### config.mk
export PLATFORM = sky130hd
export DESIGN_NAME = apb_master_arbiter
export DESIGN_NICKNAME = d
export VERILOG_FILES = /design/src/rtl/apb_master_arbiter_pkg.sv /design/src/rtl/apb_master_arbiter_rr_arbiter.sv /design/src/rtl/apb_master_arbiter.sv
export SDC_FILE = /design/constraint.sdc
export NUM_CORES = 1
export LEC_CHECK = 0
export ABC_CLOCK_PERIOD_IN_PS = 2100
export CORE_AREA = 2 2 144 146
export DETAILED_ROUTE_END_ITERATION = 6
export DIE_AREA = 0 0 146 148
export HOLD_SLACK_MARGIN = 0.06
export PLACE_DENSITY = 0.69
export SLEW_MARGIN = 20
export SYNTH_ARGS = -nofsm -noshare
export SYNTH_HDL_FRONTEND = slang
export SYNTH_HIERARCHICAL = 1
export SYNTH_SLANG_ARGS = --single-unit
export TNS_END_PERCENT = 5
### constraint.sdc
create_clock -name PCLK -period 2.1 [get_ports PCLK]
set_input_delay 0.315 -clock PCLK [delete_from_list [all_inputs] [get_ports PCLK]]
set_output_delay 0.315 -clock PCLK [all_outputs]
set_load 0.005 [all_outputs]
### src/rtl/apb_master_arbiter_pkg.sv
// Shared types and constants for the APB master arbiter.
//  - state_t        : transfer sequencer states
//  - SLV_*          : slave index map inside the peripheral region
//  - SLAVE_SIZE     : byte size of one slave window (4KB)
//  - SLAVE_ADDR_LSB : lowest address bit of the slave index field
//  - idx_width()    : index width for a vector of n entries (minimum 1 bit)
package apb_master_arbiter_pkg;

  typedef enum logic [1:0] {
    IDLE   = 2'd0,
    SETUP  = 2'd1,
    ACCESS = 2'd2,
    RESP   = 2'd3
  } state_t;

  localparam int SLV_GPI   = 0;
  localparam int SLV_GPO   = 1;
  localparam int SLV_UART  = 2;
  localparam int SLV_TIMER = 3;

  localparam logic [31:0] SLAVE_SIZE     = 32'h0000_1000;
  localparam int          SLAVE_ADDR_LSB = 12;

  function automatic int idx_width(input int n);
    return (n > 1) ? $clog2(n) : 1;
  endfunction

endpackage

### src/rtl/apb_master_arbiter_rr_arbiter.sv
// Round-robin arbiter: picks the first asserted request at or after ptr,
// wrapping around the request vector.
// Ports:
//  req   in  N   request vector
//  ptr   in  IW  index with highest priority this cycle
//  grant out N   one-hot grant (all zero when no request)
//  idx   out IW  index of the granted request (ptr when none)
//  any   out 1   at least one request asserted
module rr_arbiter
  import apb_master_arbiter_pkg::*;
#(
  parameter int N  = 2,
  parameter int IW = idx_width(N)
) (
  input  logic [N-1:0]  req,
  input  logic [IW-1:0] ptr,
  output logic [N-1:0]  grant,
  output logic [IW-1:0] idx,
  output logic          any
);

  // (base + off) mod N, used to walk the request vector starting at ptr.
  function automatic logic [IW-1:0] wrap_add(input logic [IW-1:0] base, input int unsigned off);
    int unsigned sum;
    sum = 32'(base) + off;
    return IW'(sum % $unsigned(N));
  endfunction

  // rot[k] is the request sitting k positions after the pointer.
  logic [N-1:0] rot;

  for (genvar gi = 0; gi < N; gi++) begin : g_rot
    assign rot[gi] = req[wrap_add(ptr, gi)];
  end

  always_comb begin
    any = 1'b0;
    idx = ptr;
    for (int k = 0; k < N; k++) begin
      if (!any && rot[k]) begin
        any = 1'b1;
        idx = wrap_add(ptr, k);
      end
    end
  end

  assign grant = any ? (N'(1) << idx) : '0;

endmodule

### src/rtl/apb_master_arbiter.sv
// APB master shared by N_REQ requesters. Round-robin grants one request at
// a time, decodes it to one of N_SLV 4KB slave windows above BASE_ADDR,
// runs the APB SETUP/ACCESS sequence and returns a one-cycle response to
// the owner. Out-of-region addresses and slaves that stay busy for TIMEOUT
// ACCESS cycles complete with rsp_err.
// Ports:
//  PCLK, PRESET             clock, synchronous active-high reset
//  req_valid/write/addr/wdata per-requester request
//  req_ready                one-cycle grant pulse per requester
//  rsp_valid                one-cycle completion pulse to the owner
//  rsp_rdata, rsp_err       completion payload, valid with rsp_valid
//  PADDR/PWRITE/PWDATA      latched APB address, direction, write data
//  PENABLE, PSEL            APB access phase and one-hot slave select
//  PRDATA_s, PREADY_s       per-slave read data and ready
module apb_master_arbiter
  import apb_master_arbiter_pkg::*;
#(
  parameter int          N_REQ     = 2,
  parameter int          N_SLV     = 4,
  parameter logic [31:0] BASE_ADDR = 32'h1000_0000,
  parameter int          TIMEOUT   = 255
) (
  input  logic                   PCLK,
  input  logic                   PRESET,
  input  logic [N_REQ-1:0]       req_valid,
  input  logic [N_REQ-1:0]       req_write,
  input  logic [N_REQ-1:0][31:0] req_addr,
  input  logic [N_REQ-1:0][31:0] req_wdata,
  output logic [N_REQ-1:0]       req_ready,
  output logic [N_REQ-1:0]       rsp_valid,
  output logic [31:0]            rsp_rdata,
  output logic                   rsp_err,
  output logic [31:0]            PADDR,
  output logic                   PWRITE,
  output logic [31:0]            PWDATA,
  output logic                   PENABLE,
  output logic [N_SLV-1:0]       PSEL,
  input  logic [N_SLV-1:0][31:0] PRDATA_s,
  input  logic [N_SLV-1:0]       PREADY_s
);

  localparam int          RW          = idx_width(N_REQ);
  localparam int          SW          = idx_width(N_SLV);
  localparam int          CW          = $clog2(TIMEOUT + 1);
  localparam logic [31:0] REGION_SIZE = 32'(N_SLV) * SLAVE_SIZE;

  state_t         state_reg, state_next;
  logic [RW-1:0]  ptr_reg, ptr_next;
  logic [RW-1:0]  owner_reg, owner_next;
  logic [31:0]    paddr_reg, paddr_next;
  logic           pwrite_reg, pwrite_next;
  logic [31:0]    pwdata_reg, pwdata_next;
  logic [SW-1:0]  slv_reg, slv_next;
  logic           hit_reg, hit_next;
  logic [CW-1:0]  cnt_reg, cnt_next;
  logic [31:0]    rdata_reg, rdata_next;
  logic           err_reg, err_next;

  logic [N_REQ-1:0] arb_grant;
  logic [RW-1:0]    arb_idx;
  logic             arb_any;

  rr_arbiter #(
    .N  (N_REQ),
    .IW (RW)
  ) u_rr_arbiter (
    .req   (req_valid),
    .ptr   (ptr_reg),
    .grant (arb_grant),
    .idx   (arb_idx),
    .any   (arb_any)
  );

  // Address decode of the winning request. The slave index is taken from
  // the region offset, which equals addr[12 +: SW] for an aligned base.
  logic [31:0]   win_addr;
  logic [31:0]   dec_offset;
  logic          dec_hit;
  logic [SW-1:0] dec_idx;

  assign win_addr   = req_addr[arb_idx];
  assign dec_offset = win_addr - BASE_ADDR;
  assign dec_hit    = (win_addr >= BASE_ADDR) && (dec_offset < REGION_SIZE);
  assign dec_idx    = dec_offset[SLAVE_ADDR_LSB +: SW];

  always_ff @(posedge PCLK) begin
    if (PRESET) begin
      state_reg  <= IDLE;
      ptr_reg    <= '0;
      owner_reg  <= '0;
      paddr_reg  <= '0;
      pwrite_reg <= 1'b0;
      pwdata_reg <= '0;
      slv_reg    <= '0;
      hit_reg    <= 1'b0;
      cnt_reg    <= '0;
      rdata_reg  <= '0;
      err_reg    <= 1'b0;
    end else begin
      state_reg  <= state_next;
      ptr_reg    <= ptr_next;
      owner_reg  <= owner_next;
      paddr_reg  <= paddr_next;
      pwrite_reg <= pwrite_next;
      pwdata_reg <= pwdata_next;
      slv_reg    <= slv_next;
      hit_reg    <= hit_next;
      cnt_reg    <= cnt_next;
      rdata_reg  <= rdata_next;
      err_reg    <= err_next;
    end
  end

  always_comb begin
    state_next  = state_reg;
    ptr_next    = ptr_reg;
    owner_next  = owner_reg;
    paddr_next  = paddr_reg;
    pwrite_next = pwrite_reg;
    pwdata_next = pwdata_reg;
    slv_next    = slv_reg;
    hit_next    = hit_reg;
    cnt_next    = cnt_reg;
    rdata_next  = rdata_reg;
    err_next    = err_reg;

    req_ready = '0;
    rsp_valid = '0;
    rsp_rdata = '0;
    rsp_err   = 1'b0;
    PSEL      = '0;
    PENABLE   = 1'b0;

    case (state_reg)
      IDLE: begin
        // No grant while reset is held so a request is never lost.
        if (arb_any && !PRESET) begin
          req_ready   = arb_grant;
          owner_next  = arb_idx;
          paddr_next  = win_addr;
          pwrite_next = req_write[arb_idx];
          pwdata_next = req_wdata[arb_idx];
          hit_next    = dec_hit;
          slv_next    = dec_idx;
          rdata_next  = '0;
          err_next    = 1'b0;
          ptr_next    = (arb_idx == RW'(N_REQ - 1)) ? '0 : arb_idx + 1'b1;
          state_next  = SETUP;
        end
      end

      SETUP: begin
        // A decode miss spends this cycle with no PSEL and then reports the
        // error, so misses respond two cycles after the grant.
        if (hit_reg) begin
          PSEL[slv_reg] = 1'b1;
          cnt_next      = '0;
          state_next    = ACCESS;
        end else begin
          err_next   = 1'b1;
          state_next = RESP;
        end
      end

      ACCESS: begin
        PSEL[slv_reg] = 1'b1;
        PENABLE       = 1'b1;
        if (PREADY_s[slv_reg]) begin
          if (!pwrite_reg) begin
            rdata_next = PRDATA_s[slv_reg];
          end
          state_next = RESP;
        end else if (cnt_reg == CW'(TIMEOUT - 1)) begin
          // This was the TIMEOUT-th ACCESS cycle without ready.
          err_next   = 1'b1;
          state_next = RESP;
        end else begin
          cnt_next = cnt_reg + 1'b1;
        end
      end

      RESP: begin
        if (!PRESET) begin
          rsp_valid[owner_reg] = 1'b1;
        end
        rsp_rdata  = rdata_reg;
        rsp_err    = err_reg;
        state_next = IDLE;
      end

      default: state_next = IDLE;
    endcase
  end

  assign PADDR  = paddr_reg;
  assign PWRITE = pwrite_reg;
  assign PWDATA = pwdata_reg;

endmodule

* After elaboration in Yosys (flattened, before gate mapping) *
Index checks and enable logic that the tools add are counted.

word-level totals
  output and inout port bits = 107
  flip-flop bits (word level) = 113
  input port bits = 266
  logic and storage cells = 104

cells by class
  equal/unequal tests = 13
  magnitude comparators = 9
  shift-type cells = 1
  add/sub/neg operators = 4
  reductions and logical operators = 16
  mux-type cells = 50

operators with widths
  operator                                               count
  2-to-1 mux 32 bit                                      9
  binary-select mux 32 bit (select 2 bit)                1
  case mux 32 bit (2 select lines)                       1
  >= comparator 32 x 29 -> 1 bit, second input constant  1
  < comparator 32 x 15 -> 1 bit, second input constant   1
  subtractor 32 x 29 -> 32 bit, second input constant    1
  2-to-1 mux 8 bit                                       3
  2-to-1 mux 1 bit                                       20
  2-to-1 mux 2 bit                                       8
  != test 2 bit, second input constant                   8
  case mux 8 bit (2 select lines)                        1
  adder 8 x 1 -> 8 bit, second input constant            1
  equality test 8 bit, second input constant             1
  < comparator 1 x 2 -> 1 bit, second input constant     4
  case mux 2 bit (4 select lines)                        1
  case mux 4 bit (2 select lines)                        1
  AND reduction 4 bit                                    2
  logical AND 1 bit                                      5
  AND reduction 5 bit                                    1
  equality test 2 bit, second input constant             2
  2-to-1 mux 4 bit                                       1
  AND reduction 2 bit                                    2
  nonzero test 2 bit                                     2
  < comparator 2 x 3 -> 1 bit, second input constant     1
  13 further kinds                                       15

* Longest topological paths before layout *
  depth after elaboration = 11
  mapped depth = 8
  depth with buffers taken out = 6

* By module *
Netlist, hierarchy kept.

by module, submodules not included
  module              cells each  area an instance (um^2)  sequential area each (um^2)  times used
  apb_master_arbiter  635         6112.1                   2222.1                       1
  rr_arbiter          6           36.3                     0.0                          1

* Worst setup path before layout *
No wires, ideal clock.

  path kind = reg2reg
  from = reg PADDR[12] (netlist name)
  to = reg cnt_reg[6]
  path buffers = 1
  arrival = 1771 ps
  setup slack = 259 ps
  stages on the path, launching flop included = 6
  data required time = 2030 ps
  library setup time = 70 ps
  clock period less this slack = 1841 ps
  path through = dfxtp_1 > mux4_2 > a21o_1 > buf_6 > or4_1 > a21boi_1

RTL lines
  what                  RTL line                   text
  end signal, assigned  apb_master_arbiter.sv:108  cnt_reg <= cnt_next;
  end, declared         apb_master_arbiter.sv:55   logic [CW-1:0] cnt_reg, cnt_next;

* Worst setup path in the final report *
  from = reg state_reg[1]
  to = out PSEL[3]

on the way
  longest elaborated chain between the ends = 2
  elaborated cells between the ends (all ways) = 3
  those cells by class = eq/ne (2); mux (1)

RTL lines
  what                                                                 RTL line                   text
  start, declared                                                      apb_master_arbiter.sv:47   state_t state_reg, state_next;
  start signal, assigned                                               apb_master_arbiter.sv:100  state_reg <= state_next;
  equality test 2 bit or equality test 2 x 1 -> 1 bit (tied branches)  apb_master_arbiter.sv:134  case (state_reg)
  case mux 4 bit (2 select lines) *                                    apb_master_arbiter.sv:134
  end, declared                                                        apb_master_arbiter.sv:37   output logic [N_SLV-1:0] PSEL,

Every way passes the cells marked *; elsewhere a longest branch is shown, timed or not.

==> metrics.md <==
| Metric | Value |
|---|---|
| Slack of the critical path | `-0.0117 ns` |
| Unique masters post-synth | `41` |
| Dpl cell area | `0.0103 mm2` |
| Mapped Cells | `641` |
| Top cell type's share of synthesized area | `0.361` |
| Slew Limit Fails | `0` |
| Worst Hold End | `owner_reg$_SDFFE_PP0P_` |
| Maximum VDD drop | `0.693 mV` |
| CTS Buf Count | `9` |
| Initial antenna violation count | `0` |
| Initial Util | `0.307` |
| Reg2reg start | `PADDR[12]$_SDFFE_PP0P_` |
| First-pass GRT wire length | `34,200 um` |
| Antenna Cells | `0` |
| Clock Tree Buf Depth | `2` |
| Final nets | `1,280` |
| Initial DRC count | `196` |
| Die area | `0.0216 mm2` |
| # IOs | `373` |
| EDFF count, synth | `0` |
| Syn Std Cell Area | `0.00615 mm2` |
| Warnings from Yosys | `6` |
| Final setup viols | `1` |
| Slew margin rel. | `0.565` |
| Pin count of the biggest net entering global routing | `72` |
| WL final | `roughly 22,000 um` |
| FMAX | `0.474 GHz` |
| Slew @ Worst Pin | `approximately 0.65 ns` |
| Syn_area_per_cell | `9.59 um2` |
| # port buffers | `372` |
| R2R cell count | `4` |
| Vias/cell | `approximately 4.9` |
| GRT overflow | `0` |
| Worst EP arrival | `1.80 ns` |
| Req. time, crit path | `around 1.8 ns` |
| Maxcap violations | `0` |
| CP endpoint kind | `output pin` |
| Dpl ws | `-0.170 ns` |
| Status | `complete, but fails checks` |
| Via count | `6,326` |
| Reg2reg setup slack | `around 0.16 ns` |
| Clk_lat worst skew | `0.35 ns` |
| Synth async-reset ratio | `0` |
| Yosys reg bits | `111` |
| Area of the core | `0.0200 mm2` |
| Design Area, Final | `0.0107 mm2` |
| Primary FF master, synth | `dfxtp_1` |
| GP Congestion | `a little under 0.9` |
| Row count | `52` |
| Pleak | `3.98 nW` |
| Largest cells by area after synthesis | `dfxtp_1 (36%), mux4_2 (12%), mux2i_1 (11%)` |
| Area Overhead vs Synth | `73.8%` |
| Skew final | `0.0125 ns` |
| Layout cells sized above 1 | `0.111` |
| H-tree depth | `3` |
| Synthesized Nets | `914` |
| Yosys top cell by area | `dfxtp_1` |
| Clk pin slew, worst setup/hold paths | `0.07 ns` |
| TritonRoute pass-1 iters | `6` |
| Sink Count | `approximately 110` |
| Period minus WS final | `~2.1 ns` |
| Chip Width | `146 um` |
| Critical R2R Capture | `cnt_reg[4]$_SDFFE_PP0P_` |
| Total track usage | `0.199` |
| Endpoints failing hold | `0` |
| WHS Path Cells | `3` |
| Remaining DRCs | `0` |
| Power Density | `~800 mW/mm2` |
| Crit Path Class | `flop to output pin` |
| Startpoint types | `flop` |
| Final Cycle Share | `1.01` |
| Die height | `148 um` |
| Post-synthesis sequential area ratio | `0.361` |
| RSZ-0062 raised after global routing | `true` |
| DR WL/cell | `17.4 um` |
| Worst Hold Launch | `PRESET` |
| Detail Placement HPWL | `between 15,000 and 20,000 um` |
| DRT antenna net count | `0` |
| CTS Root Cell | `clkbuf_16` |
| Hold crit path type | `input port to flop` |
| Vias in the first global route | `6,326` |
| Failing checks | `negative setup slack` |
| CTS tree | `done` |
| Crit-path max FO | `3` |
-- area by class of cell --
type	instances	area [um2]
Clock buffer	10	239
Clock inverter	5	43.8
Fill cell	1885	9360
Inverter	9	33.8
Multi-Input combinational cell	463	3710
Sequential cell	111	2230
Tap cell	270	338
Timing Repair Buffer	413	4090
-- logic make-up (layout without fill, tap and decap cells) --
family	Yosys count	count (layout)	share of synthesized area
AO/OA/AOI/OAI	127	127	0.129
adder cells (fa/ha/maj)	7	7	0.0142
buffers and inverters	67	437	0.0438
flip-flops	111	111	0.361
multiplexers	103	103	0.235
AND/OR/NAND/NOR	226	226	0.217
-- cell usage after synthesis, types with 4 or more instances --
cell type  count
mux4_2        33
clkbuf_1      42
mux2i_1       70
a21boi_1       4
nand2b_1      41
nor4_1         4
buf_2          8
nand4_1       34
a21oi_1        7
or4_1          5
buf_1          7
nand2_1       10
o21ai_0       35
ha_1           7
o21ai_1       32
nor2_1        45
a211oi_1      36
inv_1          9
and2_1        37
nand3b_1      32
dfxtp_1      111
-- per-layer routing --
metal / GRT usage / vias up / part of all wire
met3: 0.0704 / 30 / 0.098
li1: - / 3101 / -
met1: 0.233 / 2923 / 0.39
met2: 0.340 / 272 / 0.49
met4: 0.0641 / 0 / 0.022
met5: 0 / - / 0
-- per-stage QoR --
stage | util | cells | setup TNS [ns] | total power [W] | hold slack (ns)
3_3_place_gp | 0.515 | 1261 | -1.11 | 0.00685 | 0.447
5_1_grt | 0.533 | 1281 | -0.165 | 0.00911 | 0.383
3_5_place_dp | 0.515 | 1261 | -4.45 | 0.00688 | 0.451
6_report | 0.533 | 1281 | -0.0117 | 0.00854 | 0.369
4_1_cts | 0.528 | 1277 | -0.488 | 0.00859 | 0.360
2_1_floorplan | - | 641 | 0 | 0.00482 | 0.435
-- report_power, final --
group	total (W)	switching, W	internal, W
sequential	0.00279	0.000247	0.00254
combinational	0.00410	0.00193	0.00217
clock	0.00166	0.000812	0.000845
-- layout by cell type, fill, tap and decap left out, types with 5 or more instances in the layout --
| cell | instances |
|---|---|
| clkdlybuf4s50_1 | 332 |
| dfxtp_1 | 107 |
| mux2i_1 | 70 |
| nor2_1 | 42 |
| nand2b_1 | 41 |
| a211oi_1 | 36 |
| o21ai_0 | 34 |
| nand4_1 | 34 |
| buf_4 | 34 |
| and2_1 | 33 |
| o21ai_1 | 33 |
| mux4_2 | 33 |
| nand3b_1 | 32 |
| dlygate4sd2_1 | 31 |
| clkbuf_16 | 11 |
| nand2_1 | 10 |
| inv_1 | 8 |
| a21oi_1 | 6 |
| or4_1 | 5 |
| ha_1 | 5 |
| buf_12 | 5 |
-- worst max-delay path: stages, from the launching register on --
cell,delay (ns)
dfxtp_2,0.33
inv_1,0.07
ha_1,0.19
and2_4,0.16
o21ai_1,0.11
buf_4,0.14
inv_1,0.04
and3_1,0.16
dlygate4sd2_1,0.26
-- worst max-delay path by stage --
stage	slack, ns	endpoint	from	cells after the start
after CTS	-0.13	rsp_rdata[31]	state_reg[0]$_SDFFE_PP0P_	5
after floorplan	0.26	req_ready[0]	state_reg[0]$_SDFFE_PP0P_	6
after global routing	-0.1	PSEL[3]	state_reg[1]$_SDFFE_PP0P_	8
final	-0.01	PSEL[3]	state_reg[1]$_SDFFE_PP0P_	8
after global placement	-0.11	cnt_reg[6]$_SDFFE_PP0P_	PREADY_s[3]	5
after detailed placement	-0.17	cnt_reg[4]$_SDFFE_PP0P_	PREADY_s[2]	5
-- repair_timing --
action	4_1_cts	5_1_grt
hold buffers	0	0
cloned	0	2
setup endpoints to repair	41	10
buffers inserted	1	2
gates resized for setup	51	11
pin swaps	1	1
Note: power is estimated with default switching activity, not from simulation.
